==> src/rtl/cpu_pkg.sv <==
// Shared CPU constants used by the operand stage, the register file and the ALU.
// Contents:
//   XLEN       - default operand / register width
//   REG_ADDR_W - default register index width (2**REG_ADDR_W registers)
//   ALU_CTRL_W - default ALU control width
//   A0_IDX     - architectural index of register a0 (x10)
package cpu_pkg;
  localparam int XLEN       = 32;
  localparam int REG_ADDR_W = 5;
  localparam int ALU_CTRL_W = 1;
  localparam int A0_IDX     = 10;
endpackage : cpu_pkg

==> src/rtl/reg_file.sv <==
// Register file: 2**ADDR_WIDTH x DATA_WIDTH storage.
// Two combinational read ports, one synchronous write port, and a live tap of a0.
// Register 0 is hard-wired to zero: writes to it are dropped.
// Ports:
//   clk, rst_n          - clock, asynchronous active-low reset (clears every register)
//   i_we/i_waddr/i_wdata - write port, takes effect at the rising edge
//   i_raddr1/i_raddr2   - read indices
//   o_rdata1/o_rdata2   - read data (stored contents, no bypass)
//   o_a0                - stored contents of register A0_IDX
module reg_file
  import cpu_pkg::*;
#(
  parameter int DATA_WIDTH = XLEN,
  parameter int ADDR_WIDTH = REG_ADDR_W
) (
  input  logic                  clk,
  input  logic                  rst_n,
  input  logic                  i_we,
  input  logic [ADDR_WIDTH-1:0] i_waddr,
  input  logic [DATA_WIDTH-1:0] i_wdata,
  input  logic [ADDR_WIDTH-1:0] i_raddr1,
  input  logic [ADDR_WIDTH-1:0] i_raddr2,
  output logic [DATA_WIDTH-1:0] o_rdata1,
  output logic [DATA_WIDTH-1:0] o_rdata2,
  output logic [DATA_WIDTH-1:0] o_a0
);
  localparam int NREGS = 2 ** ADDR_WIDTH;

  logic [DATA_WIDTH-1:0] r_regs [NREGS];

  // Register 0 gets a flop that is never written, so it stays at its reset value of zero.
  for (genvar gi = 0; gi < NREGS; gi++) begin : g_reg
    always_ff @(posedge clk or negedge rst_n) begin
      if (!rst_n) begin
        r_regs[gi] <= '0;
      end else if (gi != 0 && i_we && i_waddr == ADDR_WIDTH'(gi)) begin
        r_regs[gi] <= i_wdata;
      end
    end
  end

  assign o_rdata1 = r_regs[i_raddr1];
  assign o_rdata2 = r_regs[i_raddr2];
  assign o_a0     = r_regs[A0_IDX];
endmodule : reg_file

==> src/rtl/operand_stage.sv <==
// Operand fetch stage: reads two source registers (with writeback bypass), selects
// the immediate when requested, and holds the operand set in an output register
// with a valid/ready handshake towards the ALU.
// Ports:
//   clk, rst_n                - clock, asynchronous active-low reset
//   in_valid / in_ready       - upstream issue handshake
//   rs1, rs2                  - source register indices
//   ImmOp, ALUsrc, ALUctrl_in - immediate, op2 select (1 = ImmOp), ALU operation
//   wb_en, wb_addr, wb_data   - writeback port into the register file
//   out_valid / out_ready     - downstream handshake
//   ALUctrl, ALUop1, ALUop2   - registered operand set
//   a0                        - stored contents of x10 (not bypassed)
module operand_stage
  import cpu_pkg::*;
#(
  parameter int DATA_WIDTH = XLEN,
  parameter int ADDR_WIDTH = REG_ADDR_W,
  parameter int CTRLSIG    = ALU_CTRL_W
) (
  input  logic                  clk,
  input  logic                  rst_n,
  input  logic                  in_valid,
  output logic                  in_ready,
  input  logic [ADDR_WIDTH-1:0] rs1,
  input  logic [ADDR_WIDTH-1:0] rs2,
  input  logic [DATA_WIDTH-1:0] ImmOp,
  input  logic                  ALUsrc,
  input  logic [CTRLSIG-1:0]    ALUctrl_in,
  input  logic                  wb_en,
  input  logic [ADDR_WIDTH-1:0] wb_addr,
  input  logic [DATA_WIDTH-1:0] wb_data,
  output logic                  out_valid,
  input  logic                  out_ready,
  output logic [CTRLSIG-1:0]    ALUctrl,
  output logic [DATA_WIDTH-1:0] ALUop1,
  output logic [DATA_WIDTH-1:0] ALUop2,
  output logic [DATA_WIDTH-1:0] a0
);
  logic [DATA_WIDTH-1:0] w_rd1, w_rd2;
  logic [DATA_WIDTH-1:0] w_op1, w_op2_reg;
  logic                  w_wb_hit, w_accept;

  logic                  r_out_valid;
  logic [CTRLSIG-1:0]    r_ctrl;
  logic [DATA_WIDTH-1:0] r_op1, r_op2;

  // x0 writes are dropped here as well, so the register file never sees them.
  assign w_wb_hit = wb_en && (wb_addr != '0);

  reg_file #(
    .DATA_WIDTH (DATA_WIDTH),
    .ADDR_WIDTH (ADDR_WIDTH)
  ) u_reg_file (
    .clk      (clk),
    .rst_n    (rst_n),
    .i_we     (w_wb_hit),
    .i_waddr  (wb_addr),
    .i_wdata  (wb_data),
    .i_raddr1 (rs1),
    .i_raddr2 (rs2),
    .o_rdata1 (w_rd1),
    .o_rdata2 (w_rd2),
    .o_a0     (a0)
  );

  // Same-cycle writeback is forwarded so an issue never sees a stale value.
  assign w_op1     = (w_wb_hit && wb_addr == rs1) ? wb_data : w_rd1;
  assign w_op2_reg = (w_wb_hit && wb_addr == rs2) ? wb_data : w_rd2;

  assign in_ready = !r_out_valid || out_ready;
  assign w_accept = in_valid && in_ready;

  always_ff @(posedge clk or negedge rst_n) begin
    if (!rst_n) begin
      r_out_valid <= 1'b0;
      r_ctrl      <= '0;
      r_op1       <= '0;
      r_op2       <= '0;
    end else begin
      if (w_accept) begin
        r_out_valid <= 1'b1;
        r_ctrl      <= ALUctrl_in;
        r_op1       <= w_op1;
        r_op2       <= ALUsrc ? ImmOp : w_op2_reg;
      end else if (r_out_valid && out_ready) begin
        r_out_valid <= 1'b0;
      end
    end
  end

  assign out_valid = r_out_valid;
  assign ALUctrl   = r_ctrl;
  assign ALUop1    = r_op1;
  assign ALUop2    = r_op2;
endmodule : operand_stage

==> config.mk <==
export PLATFORM = sky130hd
export DESIGN_NAME = operand_stage
export DESIGN_NICKNAME = d
export VERILOG_FILES = /design/src/rtl/cpu_pkg.sv /design/src/rtl/reg_file.sv /design/src/rtl/operand_stage.sv
export SDC_FILE = /design/constraint.sdc
export NUM_CORES = 2
export LEC_CHECK = 0
export CORE_UTILIZATION = 45
export CTS_CLUSTER_SIZE = 40
export DETAILED_ROUTE_END_ITERATION = 10
export DONT_BUFFER_PORTS = 1
export GPL_TIMING_DRIVEN = 0
export PLACE_DENSITY_LB_ADDON = 0.12
export SETUP_SLACK_MARGIN = 0.4
export SYNTH_ARGS = -nofsm -noshare
export SYNTH_HDL_FRONTEND = slang
export SYNTH_SLANG_ARGS = --single-unit
==> constraint.sdc <==
create_clock -name clk -period 2 [get_ports clk]
set_input_delay 0.4 -clock clk [delete_from_list [all_inputs] [get_ports clk]]
set_output_delay 0.4 -clock clk [all_outputs]
set_load 0.02 [all_outputs]
==> impl_summary.md <==
Status
The run finished, with violations left. The final reports fail on negative hold slack, negative setup slack.

Pwr
Dividing total power by cell area gives a power density of 999 nW/um^2. The net switching power is 20.5 mW. The total chip power is 67.6 mW. The sequential power share is 43.5%.

Net switching is 30.3% of the power. The combinational cell fraction of total power is 22.6%. The total internal power is roughly 47 mW.

The worst ir drop on vdd is 0.734 mV. The analysis attributes to cell leakage a power of 29.2 nW. The share of total power dissipated in the clock network is 33.9%.

Yosys
In this run, synthesis inferred 0 flip-flops with an integrated enable. Counting flops and latches in the post-synthesis netlist gives approximately 1100. The synthesized netlist occupies a cell area of 56700 sq um.

The fraction of registers with async set/reset is 100%. Sequential cells were found to cover 46.7% of the synthesized design area. The dominant register cell in the synthesized netlist is sky130_fd_sc_hd__dfrtp_1. The number of different library cells used by synthesis comes to 56. The post-synthesis net count is ~4100.

The mean area per synthesized cell is 14.0 sq um. Yosys printed 32 warnings. The number of instances in the synthesized netlist is 4044.

Worst setup path
In this design, the stage delay of the slowest critical-path cell is approximately 0.73 ns. The worst endpoint data arrival time is 2.73 ns. The signal on the critical path passes through buf_6, buf_6, buf_4, buf_2, mux2i_1, a221oi_1, a21oi_1, a31oi_1. Across all register-to-register paths, the minimum setup slack is -0.02 ns. On the critical path, the stage with the largest delay is an instance of sky130_fd_sc_hd__buf_2. The category of the critical setup timing path is input pin to flip-flop. The cell that appears most often on the critical path is sky130_fd_sc_hd__buf_6. STA classifies the critical path startpoint as an input pin. STA puts the critical path data required time at 2.64 ns. The capture instance of the worst register-to-register path is ALUop1[17]. The kind of cell with the highest combined delay on the critical path is buffers and inverters. STA classifies the critical path endpoint as a flip-flop.

The worst register-to-register path begins at out_valid. The number of buffers and inverters on the critical path is 4. Measured in cells, the most critical reg-to-reg path has a length of 8. The largest fanout on the critical path is 10.

Cells and area
The finished layout holds 6063 standard cells, fillers aside. Summing all multi-input logic gate instances after layout gives between 20000 and 30000 sq um. The area growth from synthesis to final layout is 19.3%.

The total number of nets in the final design is 4413. In the final layout, flip-flops and latches occupy 26500 sq um. The number of filler instances in the final layout is roughly 10000. The post-route netlist has approximately half of its cells at a drive strength greater than 1.

Clocking
The H-tree depth is 3. The clock insertion delay at the later pin of the skew report is 0.78 ns. The CTS tree is yes.

The buffer depth of the longest clock path is 3. TritonCTS created 120 clock buffers. Clock-pin slew was measured on the worst setup and hold paths at 0.06 ns. Hold repair after CTS inserted 68 buffers. In this run the clock root is driven by a sky130_fd_sc_hd__clkbuf_16. The clock sink count is roughly 1100.

Die
From left edge to right edge, the die measures 357 microns. The floorplan step set the die height to 357 microns. The boundary pin count is 185. The placeable core region is 124000 sq um. The floorplan row count is 129. The full die area is roughly 130000 sq um. The initial core utilization is 45.6%.

STA
Setup violations remaining at the end of the flow were counted as 13. The worst hold slack across all endpoints is -0.670 ns. Measured against its own limit, the worst slew margin works out to 3.55%. The number of pins exceeding their max-slew limit in the final report is 0. The pin slew with the least headroom to its limit is 1.44 ns. The number of failing hold endpoints at the final stage was 452.

The shortest clock period the worst path allows after layout is 2.09 ns. Setup repair after global routing could not meet its margin everywhere. The worst clock skew on the final layout is 0.0295 ns.

The final critical path takes up 104% of the cycle. The upper clock frequency limit is 0.479 GHz. The post-route worst setup slack is -0.0890 ns.

Global route
The first global-routing pass estimated 356 mm of wire. The global router's overall resource usage is 41.5%. Entering global routing, the biggest net connects between 1000 and 1500 pins. The initial antenna violation count is 12. The aggregate global routing overflow is 0. The number of global-route vias before repair came to 41400.

Detailed routing
The aggregate routed wire length is 265 mm. The number of detailed-route iterations in the first pass is 6. The first-iteration detailed-routing DRC count is ~5600. The total via count after detailed routing is 42400. After detailed routing, the average wire length per cell comes to 43.8 microns. After detailed routing, the number of vias per cell comes to 7.00.

In the routed design, unresolved DRC markers number 0. In this run the remaining antenna-violating nets after routing total 0.

Place
The minimum setup slack after placement is -1.77 ns. Routability-driven placement finished with a final weighted congestion of 1.04. Once detailed placement completed, the half-perimeter wirelength came to 175 mm.

The count of buffers added on input and output ports is 0. In this run, placement finished with an instance count of 5685.

Flow run
Max-cap violations in this run came to 0.

Min path
The path class of the tightest hold or removal check is input pin to asynchronous set/reset pin.
-- synth_stat cells, types with 6 or more instances --
master,instances,area share (%)
sky130_fd_sc_hd__clkbuf_1,169,1.1
sky130_fd_sc_hd__xnor2_1,8,0.12
sky130_fd_sc_hd__buf_2,172,1.5
sky130_fd_sc_hd__a31oi_1,19,0.21
sky130_fd_sc_hd__a211oi_1,13,0.17
sky130_fd_sc_hd__nand3_1,23,0.20
sky130_fd_sc_hd__o22ai_1,77,0.85
sky130_fd_sc_hd__buf_4,78,1.0
sky130_fd_sc_hd__dfrtp_1,1058,47
sky130_fd_sc_hd__nand4_1,34,0.37
sky130_fd_sc_hd__o211ai_1,32,0.42
sky130_fd_sc_hd__nor3_1,16,0.14
sky130_fd_sc_hd__nor3b_1,13,0.17
sky130_fd_sc_hd__a221oi_1,66,1.0
sky130_fd_sc_hd__a22oi_1,146,1.9
sky130_fd_sc_hd__a21oi_1,33,0.29
sky130_fd_sc_hd__o21ai_0,46,0.41
sky130_fd_sc_hd__buf_6,6,0.12
sky130_fd_sc_hd__nor2_1,80,0.53
sky130_fd_sc_hd__mux2_2,1067,21
sky130_fd_sc_hd__mux2i_1,257,4.5
sky130_fd_sc_hd__o311ai_0,14,0.22
sky130_fd_sc_hd__buf_1,35,0.23
sky130_fd_sc_hd__nand2_1,112,0.74
sky130_fd_sc_hd__nor2b_1,27,0.30
sky130_fd_sc_hd__nand2b_1,8,0.088
sky130_fd_sc_hd__mux4_2,357,14
sky130_fd_sc_hd__mux2_1,23,0.46
sky130_fd_sc_hd__a22o_1,7,0.11
-- timing repair --
action	4_1_cts	5_1_grt
setup buffers	42	31
setup endpoints to repair	665	1065
hold endpoints to repair	1157	452
pin swaps	31	39
gates resized for setup	364	186
gates cloned	7	5
-- routing by layer --
layer  track usage, %  wire length (microns)
met1             53.8                 101000
met2             57.5                 109000
met3             16.3                  34500
met4             27.0                  20300
met5            0.519                    174
-- power groups by stage --
stage	clock network (mW)	logic [mW]	registers, mW
after floorplan	0	10.3	28.2
after global placement	0	13.2	29.4
after detailed placement	0	13.5	29.5
after CTS	22.9	14.3	29.2
after global routing	23.8	15.9	29.9
final	22.9	15.3	29.4
-- area by class of cell --
cell class | count | area share [%]
Buffer | 461 | 5.60
Tap cell | 1637 | 3.02
Clock inverter | 28 | 0.445
Clock buffer | 188 | 5.48
Inverter | 2 | 0.0111
Antenna cell | 5 | 0.0185
Timing Repair Buffer | 162 | 3.02
Sequential cell | 1058 | 39.2
Multi-Input combinational cell | 2522 | 43.2
-- flip-flops by register name, indices dropped and copies added (netlist names) --
| signal | flops |
|---|---|
| out_valid | 1 |
| ALUop2 | 32 |
| ALUctrl | 1 |
| u_reg_file.o_a0 | 32 |
| ALUop1 | 32 |
| u_reg_file.r_regs | 960 |
-- worst reg2reg max path, delay by kind of cell, from the launching register on --
family | cells | cell delay [ns]
DFF | 1 | 0.46
and+or+nand+nor | 3 | 0.64
AOI/OAI and AO/OA | 2 | 0.20
buffers and inverters | 3 | 0.63
-- cell usage in the layout (no fill, tap or decap), types with 68 or more instances in the layout --
cell,count
sky130_fd_sc_hd__a22oi_1,134
sky130_fd_sc_hd__buf_4,117
sky130_fd_sc_hd__buf_6,91
sky130_fd_sc_hd__clkbuf_1,132
sky130_fd_sc_hd__clkbuf_16,142
sky130_fd_sc_hd__dfrtp_1,1002
sky130_fd_sc_hd__dlygate4sd3_1,68
sky130_fd_sc_hd__mux2_2,953
sky130_fd_sc_hd__mux2_4,122
sky130_fd_sc_hd__mux2i_1,246
sky130_fd_sc_hd__mux4_2,357
sky130_fd_sc_hd__nand2_1,102
-- cell families (layout without fill, tap and decap cells) --
family	after synthesis	after routing	share of synthesized area [%]
multiplexers	1704	1704	40.3
AO/OA/AOI/OAI	467	467	5.85
XOR/XNOR	10	10	0.154
buffers and inverters	464	841	4.05
flip-flops	1058	1058	46.7
other	0	5	0
AND/OR/NAND/NOR	341	341	2.96
-- worst max path at each step --
| stage | start | endpoint | cells past startpoint |
|---|---|---|---|
| 2_1_floorplan | rs1[0] | ALUop1[29] | 7 |
| 3_3_place_gp | out_valid | ALUop1[28] | 6 |
| 3_5_place_dp | out_valid | ALUop1[17] | 6 |
| 4_1_cts | out_valid | ALUop1[17] | 8 |
| 5_1_grt | out_valid | ALUop1[17] | 8 |
| 6_report | rs1[1] | ALUop1[14] | 8 |
-- metrics by stage --
stage          setup TNS [ns]  instance area, sq um  utilization, %
2_1_floorplan               0                 58000               -
3_3_place_gp          -471.89                 60000            48.2
3_5_place_dp          -451.35                 60100            48.3
4_1_cts                     0                 66600            53.5
5_1_grt                -0.164                 67700            54.4
6_report               -0.337                 67700            54.4
Power figures use the tool's default switching activity.
